File: src/rtl/seg7_pkg.sv
// Shared types and constants for the BCD 7-segment display slice.
// Glyphs are active-low, written a..g from MSB to LSB (seg[0]=a).
package seg7_pkg;

  typedef enum logic [1:0] {
    IDLE,
    CONV,
    DONE
  } conv_state_e;

  localparam int unsigned DIGIT_N   = 4;
  localparam logic [6:0]  SEG_BLANK = 7'h7F;

  localparam logic [9:0][6:0] GLYPH_TBL = {
    7'h04, 7'h00, 7'h0F, 7'h20, 7'h24,
    7'h4C, 7'h06, 7'h12, 7'h4F, 7'h01
  };

  function automatic logic [6:0] seg_decode(input logic [3:0] nib);
    seg_decode = SEG_BLANK;
    if (nib <= 4'd9) seg_decode = GLYPH_TBL[nib];
  endfunction

endpackage

File: src/rtl/seg7_bcd_display_if.sv
// Load/status bus between the writeback stage and the display block.
interface seg7_bcd_display_if;
  logic [7:0] i_data;
  logic       i_load;
  logic [3:0] i_dp;
  logic       o_busy;

  modport master (output i_data, output i_load, output i_dp, input o_busy);
  modport slave  (input i_data, input i_load, input i_dp, output o_busy);
endinterface

File: src/rtl/bin2bcd_dd.sv
// Sequential double-dabble: 8-bit binary to 3 BCD digits in 8 shift cycles.
// A start seen in DONE restarts immediately so back-to-back conversions do not idle.
module bin2bcd_dd
  import seg7_pkg::*;
(
  input  logic        clk,
  input  logic        rst_n,
  input  logic        start,
  input  logic [7:0]  bin,
  output logic        busy,
  output logic        done,
  output logic [11:0] bcd
);

  conv_state_e state, state_nx;
  logic [19:0] sr;
  logic [19:0] sr_nx;
  logic [2:0]  bitcnt;

  always_ff @(posedge clk or negedge rst_n) begin
    if (!rst_n) state <= IDLE;
    else        state <= state_nx;
  end

  always_comb begin
    state_nx = state;
    case (state)
      IDLE:    if (start) state_nx = CONV;
      CONV:    if (bitcnt == 3'd7) state_nx = DONE;
      DONE:    state_nx = start ? CONV : IDLE;
      default: state_nx = IDLE;
    endcase
  end

  always_comb begin
    busy = (state != IDLE);
    done = (state == DONE);
  end

  always_comb begin
    sr_nx = sr;
    for (int unsigned i = 0; i < 3; i++) begin
      if (sr_nx[8 + 4*i +: 4] >= 4'd5) sr_nx[8 + 4*i +: 4] = sr_nx[8 + 4*i +: 4] + 4'd3;
    end
    sr_nx = {sr_nx[18:0], 1'b0};
  end

  always_ff @(posedge clk or negedge rst_n) begin
    if (!rst_n) begin
      sr     <= '0;
      bitcnt <= '0;
    end else if (start && (state != CONV)) begin
      sr     <= {12'b0, bin};
      bitcnt <= '0;
    end else if (state == CONV) begin
      sr     <= sr_nx;
      bitcnt <= bitcnt + 3'd1;
    end
  end

  assign bcd = sr[19:8];

endmodule

File: src/rtl/seg7_bcd_display.sv
// 4-digit common-anode display of an 8-bit value: BCD conversion, pending-load
// coalescing, digit refresh, leading-zero blanking and registered outputs.
module seg7_bcd_display
  import seg7_pkg::*;
#(
  parameter int unsigned REFRESH_DIV = 100000,
  parameter int unsigned DATA_W      = 8
) (
  input  logic                 clk_100mhz,
  input  logic                 i_rst_n,
  seg7_bcd_display_if.slave    bus,
  output logic [0:6]           seg,
  output logic [3:0]           digit,
  output logic                 dp
);

  localparam int unsigned RCNT_W = $clog2(REFRESH_DIV);

  logic              conv_start;
  logic [7:0]        conv_bin;
  logic              conv_busy;
  logic              conv_done;
  logic [11:0]       conv_bcd;

  logic              pending;
  logic [DATA_W-1:0] pend_data;
  logic [11:0]       done_bcd;
  logic              upd_q;
  logic [11:0]       disp_bcd;

  logic [RCNT_W-1:0] rcnt;
  logic [1:0]        idx;
  logic [6:0]        glyph;

  // A load arriving in DONE wins over the stored pending value (it is newer).
  assign conv_start = conv_busy ? (conv_done && (pending || bus.i_load)) : bus.i_load;
  assign conv_bin   = bus.i_load ? bus.i_data : pend_data;

  bin2bcd_dd u_conv (
    .clk   (clk_100mhz),
    .rst_n (i_rst_n),
    .start (conv_start),
    .bin   (conv_bin),
    .busy  (conv_busy),
    .done  (conv_done),
    .bcd   (conv_bcd)
  );

  always_ff @(posedge clk_100mhz or negedge i_rst_n) begin
    if (!i_rst_n) begin
      pending   <= 1'b0;
      pend_data <= '0;
    end else if (conv_done) begin
      pending   <= 1'b0;
    end else if (bus.i_load && conv_busy) begin
      pending   <= 1'b1;
      pend_data <= bus.i_data;
    end
  end

  // Result is staged once so all three display digits switch on a single edge.
  always_ff @(posedge clk_100mhz or negedge i_rst_n) begin
    if (!i_rst_n) begin
      done_bcd <= '0;
      upd_q    <= 1'b0;
      disp_bcd <= '0;
    end else begin
      upd_q <= conv_done;
      if (conv_done) done_bcd <= conv_bcd;
      if (upd_q)     disp_bcd <= done_bcd;
    end
  end

  assign bus.o_busy = conv_busy || upd_q || pending;

  always_ff @(posedge clk_100mhz or negedge i_rst_n) begin
    if (!i_rst_n) begin
      rcnt <= '0;
      idx  <= '0;
    end else if (rcnt == RCNT_W'(REFRESH_DIV - 1)) begin
      rcnt <= '0;
      idx  <= idx + 2'd1;
    end else begin
      rcnt <= rcnt + 1'b1;
    end
  end

  always_comb begin
    glyph = SEG_BLANK;
    case (idx)
      2'd0: glyph = seg_decode(disp_bcd[3:0]);
      2'd1: if (disp_bcd[11:4] != 8'd0) glyph = seg_decode(disp_bcd[7:4]);
      2'd2: if (disp_bcd[11:8] != 4'd0) glyph = seg_decode(disp_bcd[11:8]);
      default: glyph = SEG_BLANK;
    endcase
  end

  always_ff @(posedge clk_100mhz or negedge i_rst_n) begin
    if (!i_rst_n) begin
      seg   <= SEG_BLANK;
      digit <= '1;
      dp    <= 1'b1;
    end else begin
      seg   <= glyph;
      digit <= ~(4'b0001 << idx);
      dp    <= ~bus.i_dp[idx];
    end
  end

endmodule
File: src/flat_wrapper.sv
// flat-port wrapper written by rule: the top's interface ports become plain ports
module seg7_bcd_display_flat import seg7_pkg::*;
#(
  parameter int unsigned REFRESH_DIV = 100000,
  parameter int unsigned DATA_W      = 8
)
  (clk_100mhz, i_rst_n, seg, digit, dp, bus_i_data, bus_i_load, bus_i_dp, bus_o_busy);
  seg7_bcd_display_if bus_i ();
  input  logic clk_100mhz;
  input  logic i_rst_n;
  output logic [0:6] seg;
  output logic [3:0] digit;
  output logic dp;
  input wire logic [$bits(bus_i.i_data)-1:0] bus_i_data;
  input wire logic [$bits(bus_i.i_load)-1:0] bus_i_load;
  input wire logic [$bits(bus_i.i_dp)-1:0] bus_i_dp;
  output wire logic [$bits(bus_i.o_busy)-1:0] bus_o_busy;
  assign bus_i.i_data = bus_i_data;
  assign bus_i.i_load = bus_i_load;
  assign bus_i.i_dp = bus_i_dp;
  assign bus_o_busy = bus_i.o_busy;
  seg7_bcd_display #(.REFRESH_DIV(REFRESH_DIV), .DATA_W(DATA_W)) u_core (.clk_100mhz(clk_100mhz), .i_rst_n(i_rst_n), .bus(bus_i), .seg(seg), .digit(digit), .dp(dp));
endmodule
File: config.mk
export PLATFORM = sky130hd
export DESIGN_NAME = seg7_bcd_display_flat
export DESIGN_NICKNAME = d
export VERILOG_FILES = /design/src/rtl/seg7_pkg.sv /design/src/rtl/seg7_bcd_display_if.sv /design/src/rtl/bin2bcd_dd.sv /design/src/rtl/seg7_bcd_display.sv /design/src/flat_wrapper.sv
export SDC_FILE = /design/constraint.sdc
export NUM_CORES = 1
export LEC_CHECK = 0
export ABC_AREA = 1
export CORE_MARGIN = 2
export CORE_UTILIZATION = 56
export CTS_BUF_LIST = sky130_fd_sc_hd__clkbuf_2 sky130_fd_sc_hd__clkbuf_4 sky130_fd_sc_hd__clkbuf_8
export CTS_CLUSTER_DIAMETER = 50
export CTS_CLUSTER_SIZE = 16
export DETAILED_ROUTE_END_ITERATION = 6
export PLACE_DENSITY = 0.79
export SYNTH_ARGS = -nofsm -noshare
export SYNTH_HDL_FRONTEND = slang
export SYNTH_SLANG_ARGS = --single-unit
File: constraint.sdc
create_clock -name clk_100mhz -period 1.2 [get_ports clk_100mhz]
set_input_delay 0.12 -clock clk_100mhz [delete_from_list [all_inputs] [get_ports clk_100mhz]]
set_output_delay 0.12 -clock clk_100mhz [all_outputs]
set_load 0.02 [all_outputs]
==> impl_metrics.tcl <==
set metrics [dict create \
    clkLatencyLatePin_ps 380 \
    die_area_mm2 0.00901 \
    vias 4721 \
    remaining_drc_errors 0 \
    critPathLaunchType "flop" \
    yosysSeqAreaShare_pct 49.0 \
    path_class "reg2reg" \
    netlist_area_mm2 0.00463 \
    fin_worst_skew_ps 11.9 \
    diodes 0 \
    slew_headroom_pct 72.2 \
    pin_count 28 \
    cp.required_ps 1520 \
    r2r_setup_slack_ps -260 \
    fin_ws_ps -264 \
    die_y_um 94.9 \
    holdCritPathClass "in2async" \
    clkSinkCount 90 \
    failed_checks "negative setup slack" \
    worstMarginPinSlew_ps 414 \
    die_w_um 94.9 \
    initial_core_util_pct 57.2 \
    peakVddDrop_mv 1.35 \
    clock-root-buffer "clkbuf_8" \
    rows 33 \
    ant_nets 0 \
    io_buffers 27 \
    switching_share_pct 44.7 \
    final_max_slew_viol_count 0 \
    critPathTopFamily "simple AND/OR/NAND/NOR gates" \
    total_power_uw 16000 \
    status "complete, but fails checks" \
    finish.net_count 732 \
    synthToLayoutAreaGrowth_pct 45.3 \
    cts_tree "yes" \
    synth_nets 601 \
    viasPerCell 5.92 \
    htree_levels 3 \
    min_period_ps 1460 \
    critPathLaunch "u_core.rcnt[10]$_DFF_PN0_" \
    place_congestion 0.908 \
    drv_cap 0 \
    cp.arrival_ps 1790 \
    path_depth 6 \
    critPathMaxFanout 4 \
    r2r-start "u_core.rcnt[10]$_DFF_PN0_" \
    dp_hpwl_um 7040 \
    cp-endpoint "u_core.rcnt[16]$_DFF_PN0_" \
    postSynthCellCount 557 \
    pwr-share-seq_pct 30.6 \
    grt_pass1_wl_um 19800 \
    post-route-util_pct 83.1 \
    crit_path_frequent_cell "nand2_1" \
    rsz0062_at_grt "yes" \
    placed_cell_area_mm2 0.00551 \
    grt_max_degree 38 \
    place_ws_ps -196 \
    finalSetupViolCount 61 \
    crit_slowest_cell "dfrtp_1" \
    core_mm2 0.00809 \
    grt_pass1_vias 4261 \
    drt_iter0_markers 424 \
    drive_gt1_share_pct 44.2 \
    crit_chain "nand2_1, nor2_2, nand3_1, o21ai_1, nand2_1, nor2_1" \
    syn_avg_cell_area_um2 8.31 \
    critPathMaxStageDelay_ps 450 \
    r2r_end "u_core.rcnt[16]$_DFF_PN0_" \
    yosys_warnings 0 \
    track_usage_pct 28.2 \
    final_common_cell "nand2_1" \
    clkPwrFrac_pct 12.3 \
    power_density_mw_per_mm2 2380 \
    overflow 0 \
    final_cell_mix "99 x nand2_1, 84 x buf_4, 74 x dfrtp_1, 50 x inv_1, 30 x o21ai_0" \
    synth_cell_types 30 \
    ys_seq_elements 90 \
    grt_antenna_before_repair 0 \
    endpoint_kind "flop" \
    p_comb_share_pct 57.1 \
    fmax_mhz 683 \
    first_pass_iters 7 \
    clk_pin_slew_ps 100 \
    reg2reg_depth 6 \
    period_share_pct 122 \
    path_buf_inv 0 \
    wl_per_cell_um 19.2 \
    p_switching_uw 7160 \
    routed_wl_um 15300 \
    p_int_uw 8860 \
    final_cell_area_mm2 0.00673 \
    cts_buffers 9 \
    clock_path_buffers 2 \
    leakage_uw 0.00318 \
    hold_viol 0 \
]
synthesized netlist by cell type:
master    number  share of area, %
o211ai_1       8               1.3
inv_1         68               5.5
a32o_1         1              0.22
nor2_4         1              0.24
nor2_2         5              0.68
dfstp_2       12               6.8
clkbuf_1       7              0.57
nand2_4        1              0.24
buf_2          3              0.32
nand2_1      132                11
ha_1          29               7.8
inv_2          5              0.41
o21ai_1        4              0.43
o21bai_1       1              0.16
buf_6          1              0.24
nand3_1       41               4.4
xnor2_1        1              0.19
o21ai_0       71               7.7
nand2_2        4              0.54
clkinv_2       1              0.11
xor2_1         9               1.7
or2_2          1              0.14
a22o_1         2              0.38
dfrtp_1       78                42
nor3_1         5              0.54
nor2_1        43               3.5
o22ai_1        6              0.81
a21oi_1        9              0.97
nand3b_1       3              0.49
nand4_1        5              0.68
repair_timing:
action / 4_1_cts / 5_1_grt
endpoints found under the setup margin: 64 / 63
cloned: 3 / 2
resized for setup: 152 / 146
endpoints found under the hold margin: 57 / 0
setup buffers: 23 / 15
hold buffers: 1 / 0
pin swaps: 32 / 32
power groups by stage:
stage               combinational (uW)  clock (uW)  sequential, uW
finish                            9140        1970            4900
global route                      9730        2080            4970
CTS                               6710        1940            4710
detailed placement                5660           0            4740
global placement                  5360           0            4680
floorplan                         3360           0            4810
final cells by class:
type / count / area [um^2]
Sequential cell: 90 / 2270
Timing Repair inverter: 2 / 15.0
Clock inverter: 7 / 55.1
Multi-Input combinational cell: 384 / 2760
Tap cell: 105 / 131
Clock buffer: 9 / 124
Timing Repair Buffer: 127 / 1060
Inverter: 74 / 307
Fill cell: 400 / 1370
worst min path at each step:
stage               startpoint                        endpoint  slack [ps]  depth (start not counted)
global route           i_rst_n  u_core.disp_bcd[6]$_DFFE_PN0P_         230                          2
floorplan              i_rst_n  u_core.disp_bcd[0]$_DFFE_PN0P_        -180                          0
global placement       i_rst_n  u_core.disp_bcd[7]$_DFFE_PN0P_          40                          1
detailed placement     i_rst_n  u_core.disp_bcd[7]$_DFFE_PN0P_          50                          1
finish                 i_rst_n  u_core.disp_bcd[6]$_DFFE_PN0P_         190                          2
CTS                    i_rst_n  u_core.disp_bcd[7]$_DFFE_PN0P_         200                          2
registers in the layout, indices dropped and copies added (netlist names):
register	cells
u_core.seg	7
u_core.digit	4
u_core.u_conv.sr	20
u_core.disp_bcd	12
u_core.pending	1
u_core.rcnt	17
u_core.u_conv.state	2
u_core.u_conv.bitcnt	3
u_core.dp	1
u_core.upd_q	1
u_core.done_bcd	12
u_core.idx	2
u_core.pend_data	8
metrics by stage:
| stage | hold WS [ps] | setup TNS [ps] | cells |
|---|---|---|---|
| final | 187 | -7710 | 798 |
| after global routing | 230 | -10600 | 798 |
| after CTS | 203 | -2820 | 782 |
| after detailed placement | 52.6 | -5860 | 740 |
| after global placement | 44.0 | -3120 | 740 |
| after floorplan | -176 | -143 | 557 |
cell families (layout without fill, tap and decap cells):
group,Yosys count,count (layout),share of synthesized area (%)
AND/OR/NAND/NOR,241,243,22.2
AO/OA/AOI/OAI,102,102,11.9
flip-flops,90,90,49.0
buffers and inverters,85,219,7.16
adder cells (fa/ha/maj),29,29,7.84
XOR/XNOR,10,10,1.89
per-layer routing:
layer  up-vias  share of wire (%)  track usage [%]
li1       2068                  -                -
met1      2291                 37             34.2
met2       285                 51             50.0
met3        77                6.4             5.35
met4         0                5.0             9.90
met5         -                  0                0
worst register-to-register path, stage by stage, from the launching register on:
cell     delay [ps]
dfrtp_1         450
nand2_1         180
nor2_2          180
nand3_1         180
o21ai_1         230
nand2_1          90
nor2_1           90
(Power assumes the default switching activity.)
